$ cat config.mk
export PLATFORM = sky130hd
export DESIGN_NAME = simple_ram_fill_writer
export DESIGN_NICKNAME = d
export VERILOG_FILES = /design/src/rtl/simple_ram_fill_writer_pkg.sv /design/src/rtl/simple_ram_fill_writer.sv
export SDC_FILE = /design/constraint.sdc
export NUM_CORES = 1
export LEC_CHECK = 0
export CORE_ASPECT_RATIO = 0.8
export CORE_UTILIZATION = 42
export DETAILED_ROUTE_END_ITERATION = 7
export GPL_TIMING_DRIVEN = 0
export MAX_ROUTING_LAYER = met4
export PLACE_DENSITY = 0.68
export SKIP_CTS_REPAIR_TIMING = 1
export SLEW_MARGIN = 20
export SYNTH_ARGS = -nofsm -noshare
export SYNTH_HDL_FRONTEND = slang
export SYNTH_SLANG_ARGS = --single-unit
$ cat constraint.sdc
create_clock -name clk -period 2.2 [get_ports clk]
set_clock_uncertainty 0.2 [all_clocks]
set_input_delay 0.44 -clock clk [delete_from_list [all_inputs] [get_ports clk]]
set_output_delay 0.44 -clock clk [all_outputs]
set_load 0.03 [all_outputs]
$ cat src/rtl/simple_ram_fill_writer_pkg.sv
// Shared FSM state encoding for the RAM fill writer.
package simple_ram_fill_writer_pkg;

    typedef enum logic [1:0] {
        ST_IDLE   = 2'd0,
        ST_WRITE  = 2'd1,
        ST_VERIFY = 2'd2,
        ST_TAIL   = 2'd3
    } state_e;

endpackage

$ cat src/rtl/simple_ram_fill_writer.sv
// Streams count words into RAM port A from base_addr (wrapping), reads them back and compares XOR checksums.
// Latency with no stalls: done 2*count+2 cycles after start; in_ready only in WRITE, stalls hold the pointer.
module simple_ram_fill_writer
    import simple_ram_fill_writer_pkg::*;
#(
    parameter int width   = 8,
    parameter int widthad = 10
) (
    input  logic               clk,
    input  logic               rst,
    input  logic               start,
    input  logic [widthad-1:0] base_addr,
    input  logic [widthad:0]   count,
    output logic               busy,
    output logic               done,
    output logic               error,
    input  logic               in_valid,
    input  logic [width-1:0]   in_data,
    output logic               in_ready,
    output logic [widthad-1:0] address_a,
    output logic               wren_a,
    output logic [width-1:0]   data_a,
    input  logic [width-1:0]   q_a
);

    localparam logic [widthad:0] DEPTH = {1'b1, {widthad{1'b0}}};
    localparam logic [widthad:0] ONE   = {{widthad{1'b0}}, 1'b1};

    state_e             state_q;
    logic [widthad-1:0] ptr_q;
    logic [widthad-1:0] base_q;
    logic [widthad:0]   cnt_q;
    logic [widthad:0]   rem_q;
    logic [width-1:0]   wr_sum_q;
    logic [width-1:0]   rd_sum_q;
    logic               rd_pend_q;
    logic               done_q;
    logic               error_q;
    logic [widthad-1:0] addr_hold_q;
    logic [width-1:0]   data_hold_q;
    logic [widthad:0]   count_d;

    assign count_d = (count > DEPTH) ? DEPTH : count;

    always_ff @(posedge clk) begin
        if (rst) begin
            state_q     <= ST_IDLE;
            ptr_q       <= '0;
            base_q      <= '0;
            cnt_q       <= '0;
            rem_q       <= '0;
            wr_sum_q    <= '0;
            rd_sum_q    <= '0;
            rd_pend_q   <= 1'b0;
            done_q      <= 1'b0;
            error_q     <= 1'b0;
            addr_hold_q <= '0;
            data_hold_q <= '0;
        end else begin
            done_q    <= 1'b0;
            rd_pend_q <= 1'b0;
            case (state_q)
                ST_IDLE: begin
                    if (start) begin
                        error_q <= 1'b0;
                        if (count_d == '0) begin
                            done_q <= 1'b1;
                        end else begin
                            ptr_q    <= base_addr;
                            base_q   <= base_addr;
                            cnt_q    <= count_d;
                            rem_q    <= count_d;
                            wr_sum_q <= '0;
                            rd_sum_q <= '0;
                            state_q  <= ST_WRITE;
                        end
                    end
                end
                ST_WRITE: begin
                    if (in_valid) begin
                        addr_hold_q <= ptr_q;
                        data_hold_q <= in_data;
                        wr_sum_q    <= wr_sum_q ^ in_data;
                        if (rem_q == ONE) begin
                            ptr_q   <= base_q;
                            rem_q   <= cnt_q;
                            state_q <= ST_VERIFY;
                        end else begin
                            ptr_q <= ptr_q + 1'b1;
                            rem_q <= rem_q - 1'b1;
                        end
                    end
                end
                ST_VERIFY: begin
                    // Read data lags its address by one cycle, so accumulate the previous read.
                    addr_hold_q <= ptr_q;
                    ptr_q       <= ptr_q + 1'b1;
                    rem_q       <= rem_q - 1'b1;
                    rd_pend_q   <= 1'b1;
                    if (rd_pend_q) begin
                        rd_sum_q <= rd_sum_q ^ q_a;
                    end
                    if (rem_q == ONE) begin
                        state_q <= ST_TAIL;
                    end
                end
                ST_TAIL: begin
                    error_q <= ((rd_sum_q ^ q_a) != wr_sum_q);
                    done_q  <= 1'b1;
                    state_q <= ST_IDLE;
                end
                default: state_q <= ST_IDLE;
            endcase
        end
    end

    assign busy      = (state_q != ST_IDLE);
    assign done      = done_q;
    assign error     = error_q;
    assign in_ready  = (state_q == ST_WRITE) && !rst;
    assign wren_a    = in_ready && in_valid;
    assign address_a = (state_q == ST_WRITE || state_q == ST_VERIFY) ? ptr_q : addr_hold_q;
    assign data_a    = (state_q == ST_WRITE) ? in_data : data_hold_q;

endmodule
==> results of run 1 <==
-- sequential cells by signal (all words and copies together), names as in the netlist --
signal	count
addr_hold_q	10
base_q	10
cnt_q	11
data_hold_q	8
done	1
error	1
ptr_q	10
rd_pend_q	1
rd_sum_q	8
rem_q	11
state_q	2
wr_sum_q	8
-- path summary, 6_finish.rpt --
kind	startpoint	endpoint	cells after the start
setup / recovery	state_q[1]$_SDFFE_PP0P_	data_a[6]	7
hold / removal	addr_hold_q[6]$_SDFFE_PP0P_	addr_hold_q[6]$_SDFFE_PP0P_	2
setup reg to reg	state_q[1]$_SDFFE_PP0P_	ptr_q[0]$_SDFFE_PP0P_	7
hold reg to reg	addr_hold_q[6]$_SDFFE_PP0P_	addr_hold_q[6]$_SDFFE_PP0P_	2
-- Yosys cell counts (3+ instances only) --
cell type / count / area (µm²)
nor4_1: 4 / 25.0
a32oi_1: 4 / 35.0
nor2_1: 30 / 113
buf_2: 8 / 40.0
xnor2_1: 17 / 149
nand2b_1: 20 / 125
and3_1: 7 / 43.8
and4_1: 4 / 35.0
a221oi_1: 8 / 70.1
a221o_1: 5 / 50.1
a311oi_1: 3 / 26.3
o211ai_1: 7 / 52.6
o21ai_0: 24 / 120
a21oi_1: 67 / 335
dfxtp_1: 81 / 1620
nand4_1: 6 / 37.5
xor2_1: 13 / 114
buf_6: 3 / 33.8
a31oi_1: 5 / 31.3
nor3_1: 5 / 25.0
inv_1: 20 / 75.1
a211oi_1: 3 / 22.5
o41ai_1: 5 / 43.8
o32ai_1: 9 / 78.8
nand2_1: 89 / 334
mux2_2: 18 / 203
ha_1: 7 / 87.6
or4_1: 3 / 22.5
or3_1: 3 / 18.8
nand3_1: 8 / 40.0
nor2b_1: 9 / 56.3
clkbuf_1: 26 / 97.6
nand3b_1: 5 / 37.5
-- layer usage --
layer | GRT usage, % | up-vias | part of all wire [%]
li1 | - | 2171 | -
met1 | 36.4 | 2288 | 44
met2 | 40.5 | 206 | 46
met3 | 3.81 | 37 | 8.0
met4 | 7.70 | 0 | 2.2
met5 | - | - | 0
-- through the flow --
step           setup TNS, ns  setup slack (ns)  cells
6_report               -2.36            -0.178    797
5_1_grt                -3.19            -0.209    797
4_1_cts               -54.21             -1.13    769
3_5_place_dp          -73.89             -1.22    753
3_3_place_gp          -68.85             -1.09    753
2_1_floorplan              0            0.0161    550
-- worst min-delay path: stages (launching register included) --
cell     delay [ns]
dfxtp_1        0.31
nand2_1        0.05
a21oi_1        0.05
-- final cells by class --
| type | instances | area (µm²) | area share (%) |
|---|---|---|---|
| Sequential cell | 81 | 1640 | 26.0 |
| Clock buffer | 12 | 256 | 4.07 |
| Multi-Input combinational cell | 410 | 2860 | 45.3 |
| Clock inverter | 4 | 75.1 | 1.19 |
| Tap cell | 140 | 175 | 2.78 |
| Buffer | 36 | 294 | 4.66 |
| Timing Repair Buffer | 93 | 925 | 14.7 |
| Inverter | 21 | 91.3 | 1.45 |
-- logic make-up (layout without fill, tap and decap cells) --
| group | after synthesis | count (layout) | share of synthesized area [%] |
|---|---|---|---|
| simple gates | 199 | 199 | 22.3 |
| buf+inv | 59 | 166 | 5.72 |
| xor+xnor | 30 | 30 | 5.92 |
| flops | 81 | 81 | 36.5 |
| mux | 19 | 19 | 4.79 |
| fa+ha+maj | 7 | 7 | 1.97 |
| compound gates | 155 | 155 | 22.8 |
-- report_power, final --
group / internal, µW / total, µW / switching [µW] / leakage [µW]
Combinational: 2460 / 5480 / 3020 / 0.00167
Sequential: 1770 / 2090 / 313 / 0.000663
Clock: 1060 / 1680 / 625 / 0.000155
Total: 5290 / 9250 / 3960 / 0.00248
==> summary.md, run 1 <==
| Metric | Value |
|---|---|
| Worst slew margin | `a little over half` |
| Post-synth EDFFs | `0` |
| Fmax | `421 MHz` |
| Leakage | `between 0.002 and 0.0025 µW` |
| Number of buffers created by CTS | `9` |
| Vias in the first global route | `about 4,300` |
| Area grow syn2layout | `42.1%` |
| Final hold slack | `~0.25 ns` |
| Routed wire length per instance | `approximately 18 µm` |
| Pwr Total | `between 9000 and 10,000 µW` |
| Largest net degree at the start of global routing | `14` |
| Row count | `33` |
| Status | `finished with violations` |
| Maximum VDD drop | `slightly below 700 µV` |
| Die footprint | `~11,000 µm²` |
| Die X | `~120 µm` |
| Asr flop ratio synth | `0%` |
| Max H-tree Level | `3` |
| Routed wire length | `about 15,000 µm` |
| Worst skew pair latency | `~0.35 ns` |
| Core Region | `around 10,000 µm²` |
| Pre-antenna DRT Iters | `5` |
| Initial core utilization | `a little over two fifths` |
| Fin crit share | `108%` |
| Commonest register cell after synthesis | `dfxtp_1` |
| Final hold vios | `0` |
| Hold WC Path Type | `flip-flop to flip-flop` |
| CTS tree | `built` |
| Register-to-Register Setup Slack | `-0.06 ns` |
| Gr ovfl total | `0` |
| Cell Chain, Critical Path | `inv_4 -> ha_4 -> buf_8 -> buf_8 -> buf_8 -> mux2_4 -> buf_6` |
| Most frequent cells in the layout | `nand2_1 (89), dfxtp_1 (74), a21oi_1 (62)` |
| TritonCTS sink count | `between 80 and 90` |
| Crit path required time | `1.56 ns` |
| Tmin final | `2.38 ns` |
| Final non-filler cell area | `about 6300 µm²` |
| Max Slew Vio Count | `0` |
| Synth warn | `0` |
| Root buf cell | `clkbuf_16` |
| CTS Buffer Depth | `2` |
| Post-synthesis cell type count | `between 50 and 60` |
| Most Frequent Cell on Critical Path | `buf_8` |
| Post-synthesis register bit count | `between 80 and 90` |
| Most common cell after layout, fill and taps aside | `nand2_1` |
| First-pass GRT wire length | `between 20,000 and 25,000 µm` |
| Antenna violations before repair | `0` |
| ANT nets after route | `0` |
| RSZ-0062 raised after global routing | `yes` |
| Slew @ Worst Pin | `approximately 0.70 ns` |
| WP buf/inv | `5` |
| Critical-path cell with the highest stage delay | `dfxtp_4` |
| ANT cells | `0` |
| Sequential area share after synthesis | `between 30 and 40%` |
| Crit end category | `primary output` |
| CP Max Fanout | `6` |
| WS Path Type | `flip-flop to primary output` |
| Reg clk slew, reported paths | `approximately 0.060 ns` |
| Max incr delay on CP | `about 0.36 ns` |
| Setup-failing EPs final | `21` |
| Cell count after synthesis | `550` |
| Worst EP arrival | `1.74 ns` |
| FILL cells | `approximately 880` |
| P per Cell Area | `approximately 1500 nW/µm²` |
| Nets | `700` |
| Placed Area | `5260 µm²` |
| Vias per std cell | `around 6` |
| DRC | `0` |
| Detail Placement HPWL | `around 9600 µm` |
| Failing checks | `negative setup slack` |
| Final WS setup | `-0.178 ns` |
| Share of layout cells above drive strength 1 | `roughly a quarter` |
| Synth Net Count | `~600` |
| # IOs | `64` |
| Cell Area, Synth | `about 4400 µm²` |
| Initial DRC count | `~400` |
| Die height | `about 94 µm` |
| RePlAce Congestion | `~0.91` |
| Startpoint Class | `flip-flop` |
| Final Util | `~60%` |
| Avg Cell Area, Syn | `roughly 8.1 µm²` |
| Max cap viols | `0` |
| Count of input and output buffers | `63` |
| Critical path's top delay family | `buffers and inverters` |
| DR vias | `around 4,700` |
| Global Route Usage Sum | `between 20% and 30%` |
Note: power is estimated with default switching activity, not from simulation.
==> run 2, diff against run 1 <==
Settings changed: ABC_AREA set to 0, TNS_END_PERCENT set to 50.
==> run 2 against run 1 <==
Effect of this change: the flow still finishes with violations (negative setup slack); cell count unchanged; die area unchanged; first-iteration DRC count increased by 4.5%; wire length about the same; largest cell class unchanged.
==> summary.md, run 2 (synthesized netlist as in run 1, its figures left out) <==
| Metric | Value |
|---|---|
| Area grow syn2layout | `42.1% (unchanged)` |
| Crit end category | `primary output` |
| Setup-failing EPs final | `21 (unchanged)` |
| Max H-tree Level | `3 (unchanged)` |
| Share of layout cells above drive strength 1 | `23.9% (unchanged)` |
| Worst skew pair latency | `0.35 ns (about the same)` |
| RePlAce Congestion | `0.906 (unchanged)` |
| Global Route Usage Sum | `26.5% (unchanged)` |
| CTS Buffer Depth | `2 (unchanged)` |
| Busiest grt layer | `met2` |
| First-pass GRT wire length | `21,800 µm (unchanged)` |
| WS Path Type | `flip-flop to primary output` |
| Initial core utilization | `43.2% (unchanged)` |
| RSZ-0062 raised after global routing | `yes` |
| Vias per std cell | `5.91 (+0.19%)` |
| ANT nets after route | `0 (unchanged)` |
| Fmax | `420 MHz (about the same)` |
| Maximum VDD drop | `692 µV (+0.18%)` |
| ANT cells | `0 (unchanged)` |
| Initial DRC count | `416 (+4.5%)` |
| TritonCTS sink count | `81 (unchanged)` |
| Antenna violations before repair | `0 (unchanged)` |
| Final WS setup | `-0.179 ns (-0.000834 ns)` |
| Nets | `700 (unchanged)` |
| Count of input and output buffers | `63 (unchanged)` |
| Worst EP arrival | `1.74 ns (about the same)` |
| Root buf cell | `clkbuf_16` |
| CP Max Fanout | `6 (unchanged)` |
| DRC | `0 (unchanged)` |
| Tmin final | `2.38 ns (+0.000834 ns)` |
| Routed wire length | `14,700 µm (about the same)` |
| Failing checks | `negative setup slack` |
| Most common cell after layout, fill and taps aside | `nand2_1` |
| Hold WC Path Type | `flip-flop to flip-flop` |
| Detail Placement HPWL | `9640 µm (unchanged)` |
| Reg clk slew, reported paths | `0.06 ns (about the same)` |
| Max Slew Vio Count | `0 (unchanged)` |
| Worst slew margin | `53.1% (about the same)` |
| Total negative slack | `-2.37 ns (-0.00439 ns)` |
| Row count | `33 (unchanged)` |
| M1 GR Usage | `36.4% (unchanged)` |
| Fin crit share | `108% (about the same)` |
| Largest net degree at the start of global routing | `14 (unchanged)` |
| Vias in the first global route | `4,271 (unchanged)` |
| Die footprint | `11,000 µm² (unchanged)` |
| Gr ovfl total | `0 (unchanged)` |
| Met3 Use GR | `3.81% (unchanged)` |
| Crit path required time | `1.56 ns (about the same)` |
| Pre-antenna DRT Iters | `5 (unchanged)` |
| Startpoint Class | `flip-flop` |
| Routed wire length per instance | `18.4 µm (about the same)` |
| Core Region | `10,300 µm² (unchanged)` |
| Status | `finished with violations` |
| Most frequent cells in the layout | `nand2_1 (89), dfxtp_1 (74), a21oi_1 (62)` |
| DR vias | `4,711 (+0.19%)` |
| Met2 usage | `40.5% (unchanged)` |
| CTS tree | `built` |
| Final hold slack | `0.255 ns (-0.0000120 ns)` |
| # IOs | `64 (unchanged)` |
| Leakage | `0.00248 µW (unchanged)` |
| Number of buffers created by CTS | `9 (unchanged)` |
| Slew @ Worst Pin | `0.703 ns (-0.0000395 ns)` |
| Die X | `117 µm (unchanged)` |
| Max cap viols | `0 (unchanged)` |
| Biggest regs | `cnt_q x11, rem_q x11` |
| P per Cell Area | `1470 nW/µm² (about the same)` |
| Final hold vios | `0 (unchanged)` |
| Die height | `94.0 µm (unchanged)` |
-- run 2: stage by stage --
stage	total power [µW]	cells	instance area, µm²	setup WS, ns	util [%]
2_1_floorplan	4820	550	4450	0.0161	-
3_3_place_gp	5940	753	5260	-1.09	51.1
3_5_place_dp	6010	753	5260	-1.22	51.1
4_1_cts	7710	769	5590	-1.13	54.4
5_1_grt	9660	797	6310	-0.209	61.4
6_report	9250	797	6310	-0.179	61.4
-- run 2: final cells by class --
cell class,instances,area [µm²]
plain buffers,36,294
well taps,140,175
clock buffers,12,256
repair buffers,93,925
clock inverters,4,75.1
fillers,875,3970
multi-input cells,410,2860
flip-flops and latches,81,1640
inverters,21,91.3
-- run 2: path summary, 6_finish.rpt --
check                                   start                          end  slack, ns  cells past startpoint
setup / recovery      state_q[1]$_SDFFE_PP0P_                    data_a[6]      -0.18                      7
setup reg to reg      state_q[1]$_SDFFE_PP0P_        ptr_q[0]$_SDFFE_PP0P_      -0.05                      7
hold / removal    addr_hold_q[6]$_SDFFE_PP0P_  addr_hold_q[6]$_SDFFE_PP0P_       0.25                      2
hold reg to reg   addr_hold_q[6]$_SDFFE_PP0P_  addr_hold_q[6]$_SDFFE_PP0P_       0.25                      2
-- run 2: critical path, stage by stage, from the launching register on --
cell and delay, ns:
dfxtp_4 0.36, inv_4 0.05, ha_4 0.16, buf_8 0.13, buf_8 0.13, buf_8 0.12
mux2_4 0.30, buf_6 0.14
-- run 2: per-layer routing --
metal  share of wire (%)  vias up
li1                    -     2171
met1                  44     2287
met2                  46      216
met3                 8.0       37
met4                 2.3        0
met5                   0        -
-- run 2: power by group --
group	internal (µW)	switching (µW)
Clock	1060	629
Sequential	1770	311
Combinational	2460	3020
